**config.mk**
```make
export PLATFORM = sky130hd
export DESIGN_NAME = decoder_nbit_seq
export DESIGN_NICKNAME = d
export VERILOG_FILES = /design/src/rtl/decoder_pkg.sv /design/src/rtl/decoder_nbit_seq_onehot_dec.sv /design/src/rtl/decoder_nbit_seq.sv
export SDC_FILE = /design/constraint.sdc
export NUM_CORES = 1
export LEC_CHECK = 0
export CORE_ASPECT_RATIO = 0.7
export CORE_MARGIN = 4
export CORE_UTILIZATION = 52
export CTS_CLUSTER_DIAMETER = 50
export DETAILED_ROUTE_END_ITERATION = 16
export PLACE_DENSITY_LB_ADDON = 0.15
export RECOVER_POWER = 25
export REMOVE_ABC_BUFFERS = 1
export SKIP_LAST_GASP = 1
export SLEW_MARGIN = 40
export SYNTH_ARGS = -nofsm -noshare
export SYNTH_HDL_FRONTEND = slang
export SYNTH_SLANG_ARGS = --single-unit
```
**constraint.sdc**
```tcl
create_clock -name clk -period 2.1 [get_ports clk]
set_input_delay 0.42 -clock clk [delete_from_list [all_inputs] [get_ports clk]]
set_output_delay 0.42 -clock clk [all_outputs]
set_load 0.02 [all_outputs]
```
**src/rtl/decoder_pkg.sv**
```systemverilog
// decoder_pkg: shared types and constants for decoder_nbit_seq.
//   state_t - controller state encoding (IDLE, DIRECT, SCAN)
//   ACTIVE_LOW / D_IDLE - polarity of the d outputs and the per-line value
//                         d shows in reset, IDLE and when disabled
// Configuration macro: DECODER_ACTIVE_LOW_EN (defined -> d is active-low).
package decoder_pkg;

    typedef enum logic [1:0] {
        IDLE   = 2'd0,
        DIRECT = 2'd1,
        SCAN   = 2'd2
    } state_t;

`ifdef DECODER_ACTIVE_LOW_EN
    localparam logic ACTIVE_LOW = 1'b1;
`else
    localparam logic ACTIVE_LOW = 1'b0;
`endif

    // Per-line idle value; replicated to the full output width by users.
    localparam logic D_IDLE = ACTIVE_LOW;

endpackage

```
**src/rtl/decoder_nbit_seq_onehot_dec.sv**
```systemverilog
// onehot_dec: combinational N-to-2^N one-hot decoder (active-high).
//   sel  [N-1:0]    - index to decode
//   line [2^N-1:0]  - exactly one bit set, at position sel
// Polarity (DECODER_ACTIVE_LOW_EN) is applied by the instantiating module.
module onehot_dec #(
    parameter int N = 2
) (
    input  logic [N-1:0]      sel,
    output logic [2**N-1:0]   line
);

    always_comb begin
        line      = '0;
        line[sel] = 1'b1;
    end

endmodule

```
**src/rtl/decoder_nbit_seq.sv**
```systemverilog
// decoder_nbit_seq: registered N-to-2^N one-hot decoder with direct and
// scan modes.
//   clk, rst_n      - clock, asynchronous active-low reset
//   en              - block enable; 0 returns to IDLE and clears outputs
//   mode            - 0 direct, 1 scan; only looked at in IDLE
//   a, in_valid     - address / scan seed and its valid
//   in_ready        - combinational accept indication
//   dwell           - cycles-minus-one per scan index, captured at seed
//   d               - registered one-hot decode
//   out_valid       - d holds a decoded value
//   scan_wrap       - 1-cycle pulse when the scan index wraps to 0
// Configuration macro: DECODER_ACTIVE_LOW_EN (defined -> d is active-low).
//
// state  | meaning
// -------+-----------------------------------------------------------
// IDLE   | outputs cleared; waits for en, branches on mode
// DIRECT | each accepted a is decoded onto d with 1-cycle latency
// SCAN   | d steps through all lines, each held for dwell+1 cycles
module decoder_nbit_seq
    import decoder_pkg::*;
#(
    parameter int N       = 2,
    parameter int DWELL_W = 4
) (
    input  logic                 clk,
    input  logic                 rst_n,
    input  logic                 en,
    input  logic                 mode,
    input  logic [N-1:0]         a,
    input  logic                 in_valid,
    output logic                 in_ready,
    input  logic [DWELL_W-1:0]   dwell,
    output logic [2**N-1:0]      d,
    output logic                 out_valid,
    output logic                 scan_wrap
);

    localparam int LINES = 2**N;
    localparam logic [LINES-1:0] D_IDLE_VEC = {LINES{D_IDLE}};

    state_t               state;
    logic [N-1:0]         idx;
    logic [N-1:0]         idx_inc;
    logic [N-1:0]         dec_sel;
    logic [DWELL_W-1:0]   dwell_cnt;
    logic [DWELL_W-1:0]   dwell_cap;
    logic [LINES-1:0]     dec_line;
    logic [LINES-1:0]     d_line;
    logic                 handshake;

    assign in_ready  = en && ((state == DIRECT) || ((state == IDLE) && mode));
    assign handshake = in_valid && in_ready;

    assign idx_inc = idx + N'(1);

    // In SCAN the only thing ever loaded into d is the next index; in the
    // other states it is the incoming address.
    assign dec_sel = (state == SCAN) ? idx_inc : a;

    onehot_dec #(.N(N)) u_onehot_dec (
        .sel  (dec_sel),
        .line (dec_line)
    );

    // D_IDLE_VEC is all ones exactly when active-low, so XOR applies polarity.
    assign d_line = dec_line ^ D_IDLE_VEC;

    always_ff @(posedge clk or negedge rst_n) begin
        if (!rst_n) begin
            state     <= IDLE;
            d         <= D_IDLE_VEC;
            out_valid <= 1'b0;
            scan_wrap <= 1'b0;
            idx       <= '0;
            dwell_cnt <= '0;
            dwell_cap <= '0;
        end else if (!en) begin
            state     <= IDLE;
            d         <= D_IDLE_VEC;
            out_valid <= 1'b0;
            scan_wrap <= 1'b0;
            idx       <= '0;
            dwell_cnt <= '0;
            dwell_cap <= '0;
        end else begin
            scan_wrap <= 1'b0;
            case (state)
                IDLE: begin
                    if (!mode) begin
                        state <= DIRECT;
                    end else if (handshake) begin
                        state     <= SCAN;
                        idx       <= a;
                        dwell_cnt <= dwell;
                        dwell_cap <= dwell;
                        d         <= d_line;
                        out_valid <= 1'b1;
                    end
                end
                DIRECT: begin
                    if (handshake) begin
                        d         <= d_line;
                        out_valid <= 1'b1;
                    end
                end
                SCAN: begin
                    if (dwell_cnt != '0) begin
                        dwell_cnt <= dwell_cnt - DWELL_W'(1);
                    end else begin
                        idx       <= idx_inc;
                        dwell_cnt <= dwell_cap;
                        d         <= d_line;
                        // Only an advance onto 0 pulses, so a seed of 0 never does.
                        scan_wrap <= (idx_inc == '0);
                    end
                end
                default: begin
                    state <= IDLE;
                end
            endcase
        end
    end

endmodule

```
Word level (Yosys, flattened, before mapping) --
Index checks and enable logic that the tools add are counted.
Word-level totals: output and inout bits 7, bits of input ports 11, register bits 18
Cells by class: reduce and logical (&&, ||, !) cells 15, $add $sub $neg 2, eq/ne operators 13, magnitude comparators 2, multiplexer cells 31
Operator list (number):
- 4-bit 2-to-1 mux | 10
- 2-bit 2-to-1 mux | 8
- 4-bit case mux with 3 select lines | 1
- 3-bit inequality test (second input constant) | 3
- 3-bit AND reduction | 3
- 2-bit case mux with 2 select lines | 2
- 4-bit case mux with 2 select lines | 1
- 1-bit 2-to-1 mux | 7
- 2-bit by 1-bit inequality test with 1-bit output (second input constant) | 3
- 3-bit by 1-bit inequality test with 1-bit output (second input constant) | 2
- 1-bit logical AND | 4
- 2-bit zero test | 2
- 4-bit by 1-bit inequality test with 1-bit output (second input constant) | 1
- 4-bit inequality test (second input constant) | 1
- 2-bit AND reduction | 2
- 4-bit AND reduction | 1
- 4-bit nonzero test | 1
- 4-bit by 1-bit subtractor with 4-bit output (second input constant) | 1
- 2-bit by 3-bit less-than comparator with 1-bit output (second input constant) | 1
- 2-bit by 1-bit adder with 2-bit output (second input constant) | 1
- 1-bit demux with 2-bit select | 1
- 2-bit by 1-bit equality test with 1-bit output (second input constant) | 1
- 2-bit equality test (second input constant) | 1
- 2-bit by 1-bit >= comparator with 1-bit output (second input constant) | 1
- other kinds (4) | 4

Logic depth before layout (Yosys ltp) --
depth after elaboration 10, depth in mapped cells 8, depth with buffers taken out 6

By module --
Synthesis repeated with hierarchy kept, for this count alone.
Second synthesis, totals: cells, all modules 115, area, all modules 1107.3 µm²
By module, submodules not included:
- decoder_nbit_seq | area an instance 1081.0 µm², times used 1, cells an instance 111
- onehot_dec | area an instance 26.3 µm², times used 1, cells an instance 4

Worst setup path before layout --
No wires, ideal clock.
path type reg2reg, from reg dwell_cnt[0], to reg dwell_cnt[0], setup slack 0.508 ns, clock period less this slack 1.592 ns, arrival 1.471 ns, required time 1.979 ns, library setup time 0.121 ns, path buffers 0, stages on the path, launching flop included 7, path through dfrtp_1 inv_1 ha_1 nor3b_4 mux2_1 a21oi_1 o21ai_1
Between the ends: longest elaborated chain between the ends 4
Ends and longest elaborated chain:
- from (decl) | line decoder_nbit_seq.sv:45 | logic [DWELL_W-1:0] dwell_cnt;
- from (signal assigned) | line decoder_nbit_seq.sv:94 | dwell_cnt <= dwell;
- from (signal assigned) | line decoder_nbit_seq.sv:108 | dwell_cnt <= dwell_cnt - DWELL_W'(1);
- from (signal assigned) | line decoder_nbit_seq.sv:111 | dwell_cnt <= dwell_cap;
- 4-bit by 1-bit subtractor with 4-bit output or 4-bit nonzero test (tied branches) | line decoder_nbit_seq.sv:108, decoder_nbit_seq.sv:107
- 4-bit 2-to-1 mux * | line decoder_nbit_seq.sv:107 | if (dwell_cnt != '0) begin
- 4-bit case mux with 2 select lines * | line decoder_nbit_seq.sv:87 | case (state)
- 4-bit 2-to-1 mux * | line decoder_nbit_seq.sv:77 | end else if (!en) begin
Every way passes the cells marked *; elsewhere a longest branch is shown, timed or not. A chain may end at the register's enable or synchronous reset.

Final worst setup path --
from reg state[0], to out in_ready
Between the ends: longest elaborated chain between the ends 4
Ends and longest elaborated chain:
- from (decl) | line decoder_nbit_seq.sv:41 | state_t state;
- from (signal assigned) | line decoder_nbit_seq.sv:70 | state <= IDLE;
- from (signal assigned) | line decoder_nbit_seq.sv:78 | state <= IDLE;
- from (signal assigned) | line decoder_nbit_seq.sv:90 | state <= DIRECT;
- 2-bit zero test | line decoder_nbit_seq.sv:51 | assign in_ready = en && ((state == DIRECT) || ((state == IDLE) && mode));
- 1-bit logical AND | line decoder_nbit_seq.sv:51
- 1-bit logical OR * | line decoder_nbit_seq.sv:51
- 1-bit logical AND * | line decoder_nbit_seq.sv:51
- to (decl) | line decoder_nbit_seq.sv:31 | output logic in_ready,
Marks and branches as above.

==> metrics.yaml <==
synthCells: 124
relSlewSlack: 0.3529
worstSetupPathDepth: 5
clk_latency_ps: 290
power_per_cell_area_nw_per_um2: 860.3
vdd_drop_max_mv: 0.4551
cts-root-buf: "clkbuf_4"
worst_setup_path_start_kind: "flop"
die_w_um: 64.51
grt_first_pass_wirelength_um: 4015
drv_cap: 0
worstSetupPathType: "reg -> out"
p_leak_nw: 0.6382
hold_viol: 0
post-route-min-period_ps: 1984
dr.pass1.iters: 4
grt_util_all_layers: 0.1745
synth-seq-cells: 18
reg2regPathDepth: 6
power.internal_mw: 0.7437
clockBufferDepth: 2
hpwl_um: 1801
dp_slack_ps: -51.70
start_util: 0.5439
hp-class: "reg -> reg"
pin_count: 18
drt_wl_total_um: 2453
ys.warnings.count: 0
gp_congestion: 0.8238
outcome: "complete, no violations"
cts_buffers: 3
p_switching_mw: 0.4672
clk_pin_slew_ps: 100
final_common_cell: "dfrtp_1"
skew_ps: 1.961
antenna_cells: 0
layout_setup_ws_ps: 116.0
syn_area_sq_um: 1162
worst_path_largest_cell_delay_ps: 360
portBuffers: 17
combPwrFrac: 0.480
swShare: 0.3858
holdBufCountCts: 0
critPathMaxFanout: 3
seqPwrFrac: 0.378
fin_crit_sh: 0.9448
dieHeight_um: 47.56
synth_edf_count: 0
design.core.area_sq_um: 2137
crit_buf_inv: 2
crit_required_ps: 1680
clock-sinks: 18
yosysSeqAreaShare: 0.3875
max_freq_mhz: 504.0
h-tree-depth: 1
antenna_found_initial: 0
holdPathStages: 2
cp_slowest_cell: "dfrtp_1"
grt_pass1_vias: 879
detail_route.wl_per_cell_um: 13.86
viasPerCell: 5.599
setup_viol: 0
pwr-share-clk: 0.142
drt-initial-drc-count: 44
grt-ovfl-total: 0
drc: 0
timing_worst_slew_pin_value_ps: 970.7
ant_nets: 0
grt_max_degree: 24
die-area_sq_um: 3068
yosys.cell_types.count: 41
fp-row-count: 14
ys_async_sr_fraction: 1.000
crit_arrival_ps: 1560
holdWs_ps: 520.3
final_cell_mix: "dfrtp_1 (18), clkdlybuf4s50_1 (15), nand2_1 (13)"
nets: 164
drive_gt1_frac: 0.08966
cts_tree: "built"
end_kind: "output pin"
path_cells: "inv_1 -> ha_1 -> a21o_1 -> and2_1 -> clkdlybuf4s15_1"
rsz0062_at_grt: "no"
vias: 991
synth.avg_cell_area_sq_um: 9.374
area_delta_synth_final_pct: 21.10
critical-path-top-delay-family: "buffers and inverters"
synth_ff_type: "dfrtp_1"
slew_violations: 0
## worst register-to-register path: stages, from the launching register on
cell and delay (ps):
dfrtp_1 390, inv_1 110, ha_1 410, inv_1 160, o21a_2 280, and2_4 160
o211a_1 190
## layout make-up
type | count | area, sq um
Fill cell | 192 | 729.5
Multi-Input combinational cell | 92 | 649.4
Sequential cell | 18 | 450.4
Timing Repair Buffer | 23 | 211.5
Tap cell | 32 | 40.04
Inverter | 9 | 33.78
Clock buffer | 3 | 22.52
## cell usage after synthesis (3+ instances only)
cell type  count  area share
a21oi_1        6       0.026
and3_1         3       0.016
dfrtp_1       18        0.39
ha_1           6       0.065
inv_1          9       0.029
mux2i_1        7       0.060
nand2_1       13       0.042
nand2b_1       3       0.016
nand3_1        3       0.013
nor2b_1        5       0.027
nor3b_1        3       0.019
o21ai_1        7       0.030
## worst paths after layout
check                                           end            startpoint  slack [ps]
max                                        in_ready  state[0]$_DFFE_PN0P_         120
min                              idx[1]$_DFFE_PN0P_    idx[1]$_DFFE_PN0P_         520
max reg2reg                        d[2]$_DFFE_PN0P_  state[0]$_DFFE_PN0P_         310
min reg2reg                      idx[1]$_DFFE_PN0P_    idx[1]$_DFFE_PN0P_         520
max in group asynchronous          d[1]$_DFFE_PN0P_                 rst_n         730
min in group asynchronous  dwell_cnt[2]$_DFFE_PN0P_                 rst_n         780
## flip-flops by register name, summed over array words and instances (netlist names)
signal     cells
d              4
dwell_cap      4
dwell_cnt      4
idx            2
state          2
out_valid      1
scan_wrap      1
## power by group through the flow
stage          clock network [mW]  logic [mW]  registers, mW
2_1_floorplan                   0       0.394          0.471
3_3_place_gp                    0       0.569          0.461
3_5_place_dp                    0       0.579          0.465
4_1_cts                     0.178       0.579          0.458
5_1_grt                     0.197       0.642          0.469
6_report                    0.171       0.581          0.458
## layer usage
layer  global-route usage  up-vias  wire length, um
met4              0.05462        0               22
met5                    0        -                0
li1                     -      495                -
met1               0.2211      468             1166
met2               0.2992       26             1149
met3              0.04930        2              115
## stage by stage
step	setup TNS [ps]	area (sq um)	total power, mW	util	instances
floorplan	0	1134	0.8653	-	119
global placement	-51.93	1389	1.030	0.6499	174
detailed placement	-51.70	1389	1.044	0.6499	174
CTS	0	1410	1.216	0.6598	177
global route	0	1408	1.307	0.6587	177
finish	0	1408	1.211	0.6587	177
## timing repair
item                       4_1_cts  5_1_grt
setup buffers                    0        0
setup endpoints to repair        1        1
gates resized for setup          1        1
## kinds of logic after synthesis
family	after synthesis	share of synthesized area
AOI/OAI and AO/OA	32	0.1841
buffers and inverters	14	0.05382
DFF	18	0.3875
muxes	9	0.07966
adders and majority gates	6	0.06458
and+or+nand+nor	45	0.2304
No activity file was read; power rests on OpenSTA's default activity.
